===== src/rtl/seq_detector_moore_1011.sv =====
// Moore detector for the serial pattern 1-0-1-1, overlapping occurrences included.
// One bit is consumed per rising clock edge; detector_out is high for exactly one
// clock period while the FSM holds the "pattern complete" state.
module seq_detector_moore_1011 (
    input  logic clock,
    input  logic reset,
    input  logic sequence_in,
    output logic detector_out
);

    // Binary encoding: codes 5..7 are unused and recover to S_IDLE.
    typedef enum logic [2:0] {
        S_IDLE = 3'd0,   // no useful prefix
        S_1    = 3'd1,   // seen "1"
        S_10   = 3'd2,   // seen "10"
        S_101  = 3'd3,   // seen "101"
        S_1011 = 3'd4    // seen "1011"
    } state_t;

    state_t state;

    // Longest useful prefix after appending bit_in to the history held in cur.
    function automatic state_t next_state(input state_t cur, input logic bit_in);
        state_t nxt;
        nxt = S_IDLE;
        case (cur)
            S_IDLE: nxt = bit_in ? S_1    : S_IDLE;
            S_1:    nxt = bit_in ? S_1    : S_10;
            S_10:   nxt = bit_in ? S_101  : S_IDLE;
            S_101:  nxt = bit_in ? S_1011 : S_10;
            // Trailing "1" of a completed pattern is reused as the start of the next.
            S_1011: nxt = bit_in ? S_1    : S_10;
            default: nxt = S_IDLE;
        endcase
        return nxt;
    endfunction

    // State register with the flag registered alongside it; the flag is computed
    // from the incoming state so it always equals (state == S_1011).
    always_ff @(posedge clock or posedge reset) begin
        if (reset) begin
            state        <= S_IDLE;
            detector_out <= 1'b0;
        end else begin
            state        <= next_state(state, sequence_in);
            detector_out <= (next_state(state, sequence_in) == S_1011);
        end
    end

endmodule


===== config.mk =====
export PLATFORM = sky130hd
export DESIGN_NAME = seq_detector_moore_1011
export DESIGN_NICKNAME = d
export VERILOG_FILES = /design/src/rtl/seq_detector_moore_1011.sv
export SDC_FILE = /design/constraint.sdc
export NUM_CORES = 1
export LEC_CHECK = 0
export ABC_AREA = 1
export ABC_CLOCK_PERIOD_IN_PS = 800
export CORE_AREA = 2 2 39 41
export DETAILED_ROUTE_END_ITERATION = 7
export DIE_AREA = 0 0 41 43
export HOLD_SLACK_MARGIN = 0.08
export PLACE_DENSITY = 0.36
export SYNTH_ARGS = -nofsm -noshare
export SYNTH_HDL_FRONTEND = slang
export SYNTH_SLANG_ARGS = --single-unit

===== constraint.sdc =====
create_clock -name clock -period 0.8 [get_ports clock]
set_input_delay 0.16 -clock clock [delete_from_list [all_inputs] [get_ports clock]]
set_output_delay 0.16 -clock clock [all_outputs]
set_load 0.1 [all_outputs]

==> flow_summary_export.csv <==
group,metric,value,unit
place,dpl.hpwl,194.2,um
floorplan,placementRows,14,
sta,worstMarginPinSlew,0.1537,ns
place,place_area,221.5,um2
worst_setup_path,reg2reg_from,"state[2]",
finish,finalNetCount,27,
power_and_ir_drop,p_per_area,2241,nW/um2
synthesis,yosys.area.top_type,"dfrtp_1",
floorplan,core,1384,um2
floorplan,die_x,41,um
grt,grt_pass1_vias,139,
sta,hold_viol,0,
finish,layout.cells.non_filler,39,
worst_setup_path,cp.required,0.64,ns
clock_network,cts_made_buffers,3,
power_and_ir_drop,p_leak,0.0001116,uW
sta,period_needed,1.045,ns
sta,setup_tns,-0.2512,ns
min_path,hold_class,"in -> async",
run_status,run_status,"finished with violations",
synthesis,ys_seq_area_frac,0.6349,
place,place_ws,-0.1715,ns
worst_setup_path,cp_cell_sequence,"buf_12",
sta,slew_violations,0,
synthesis,synth_edf_count,0,
power_and_ir_drop,power,594.4,uW
synthesis,synth_async_sr_flop_share,1.000,
place,routabilityCongestion,0.5562,
clock_network,cts.sinks,4,
finish,n_fill_cell,152,
worst_setup_path,worstPathArrival,0.89,ns
sta,fin_skew,0.01116,ns
routing,vias,129,
grt,grt_max_degree,6,
worst_setup_path,crit_family,"flip-flops",
synthesis,synth_ff_type,"dfrtp_1",
place,dp.cells,35,
synthesis,ys_ff_latch,4,
synthesis,synth_nets,19,
routing,routedWlPerCell,7.872,um
clock_network,clkTransAtPathRegs,0.04,ns
sta,maxSlewHeadroom,0.8974,
sta,timing.final.crit_share,1.306,
clock_network,cts_root_buf,"clkbuf_4",
run_status,violations,"setup timing",
routing,ant_nets,0,
synthesis,synthTopCellsByArea,"dfrtp_1 (63%), nand2_1 (9.5%), nor3b_1 (9.5%)",
grt,grt.overflow.total,0,
worst_setup_path,critPathBufInv,1,
run,maxCapViolations,0,
synthesis,synth_common_cells,"dfrtp_1 (4), nand2_1 (4), nor2_1 (2), nor3b_1 (2)",
finish,syn2layout_area_growth,68.25,%
synthesis,yosysTopAreaCellShare,0.6349,
sta,setup_ws,-0.2451,ns
sta,rsz0062_at_grt,"yes",
synthesis,syn_avg_cell_area,9.853,um2
sta,fmax,956.8,MHz
clock_network,cts_tree,"yes",
routing,wl,307,um
floorplan,initial_core_util,0.1139,
worst_setup_path,slowest_stage,"dfrtp_4",
clock_network,clock_path_buffers,2,
synthesis,synth_cell_types,8,
synthesis,ys_warn_count,0,
synthesis,syn_inst,16,
clock_network,h-tree-depth,1,
worst_setup_path,cp_max_fo,1,
finish,diodes,0,
sta,setup_viol,2,
grt,track_usage,0.06351,
worst_setup_path,slowest_delay,0.47,ns
grt,antenna_found_initial,0,
finish,layout-drive-gt1-share,0.4783,
grt,grt_pass1_wl,586,um
clock_network,insertion_delay,0.24,ns
routing,drt_iter0_markers,0,
finish,fin_area,265.3,um2
worst_setup_path,end_kind,"output port",
routing,vias_per_cell,3.308,
floorplan,fp.dieArea,1763,um2
place,io_buffers,3,
routing,dr.pass1.iters,1,
routing,drc,0,
synthesis,syn_area,157.7,um2
worst_setup_path,crit_type,"reg -> out",
floorplan,die_height,43,um
power_and_ir_drop,ir_worst_vdd,0.6403,mV
worst_setup_path,crit_start,"detector_out",
worst_setup_path,start_kind,"flop",
floorplan,pin_count,4,
==> per-layer routing <==
metal / wire [um] / GRT usage / vias to the layer above
met1: 112 / 0.06189 / 58
met2: 131 / 0.05313 / 7
met4: 0 / 0.06000 / 0
met5: 0 / 0 / -
li1: - / - / 64
met3: 63 / 0.09424 / 0
==> power breakdown <==
part | switching (uW) | internal [uW]
Clock | 91.6 | 188
Combinational | 41.1 | 34.2
Sequential | 18.5 | 221
==> what timing repair did <==
item                       4_1_cts  5_1_grt
setup buffers                    0        0
hold buffers                     0        0
resized for setup                1        6
setup endpoints to repair        3        3
==> logic make-up after synthesis <==
group	share of synthesized area
AO/OA/AOI/OAI	0.03172
AND/OR/NAND/NOR	0.3095
buffers and inverters	0.02379
flip-flops	0.6349
==> area by class of cell <==
| class | instances | area [um2] | share of cell area |
|---|---|---|---|
| Tap cell | 16 | 20.02 | 0.07547 |
| Inverter | 1 | 3.754 | 0.01415 |
| Multi-Input combinational cell | 11 | 70.07 | 0.2642 |
| Clock buffer | 4 | 26.28 | 0.09906 |
| Timing Repair Buffer | 3 | 40.04 | 0.1509 |
| Sequential cell | 4 | 105.1 | 0.3962 |
==> layout by cell type (no fill, tap or decap), drive strengths merged <==
cell type,n
buf,1
clkbuf,4
clkdlybuf4s50,2
dfrtp,4
inv,1
nand2,4
nand3,1
nor2,2
nor2b,1
nor3b,2
o21ai,1
==> stage by stage <==
step / hold WS, ns / utilization
4_1_cts: 0.1008 / 0.1790
6_report: 0.1059 / 0.1917
3_5_place_dp: 0.3628 / 0.1600
2_1_floorplan: -0.07390 / -
3_3_place_gp: 0.3607 / 0.1600
5_1_grt: 0.1110 / 0.1917
==> state kept, by name (all words and copies together) (netlist names) <==
signal	cells
detector_out	1
state	3
==> final timing paths <==
check	endpoint	slack, ns	cells past startpoint
max	detector_out	-0.25	1
min	detector_out	0.11	2
max reg2reg	state[1]	-0.01	4
min reg2reg	state[2]	0.49	1
max in group asynchronous	detector_out	0.53	2
min in group clock	state[2]	0.49	1
No activity file was read; power rests on OpenSTA's default activity.
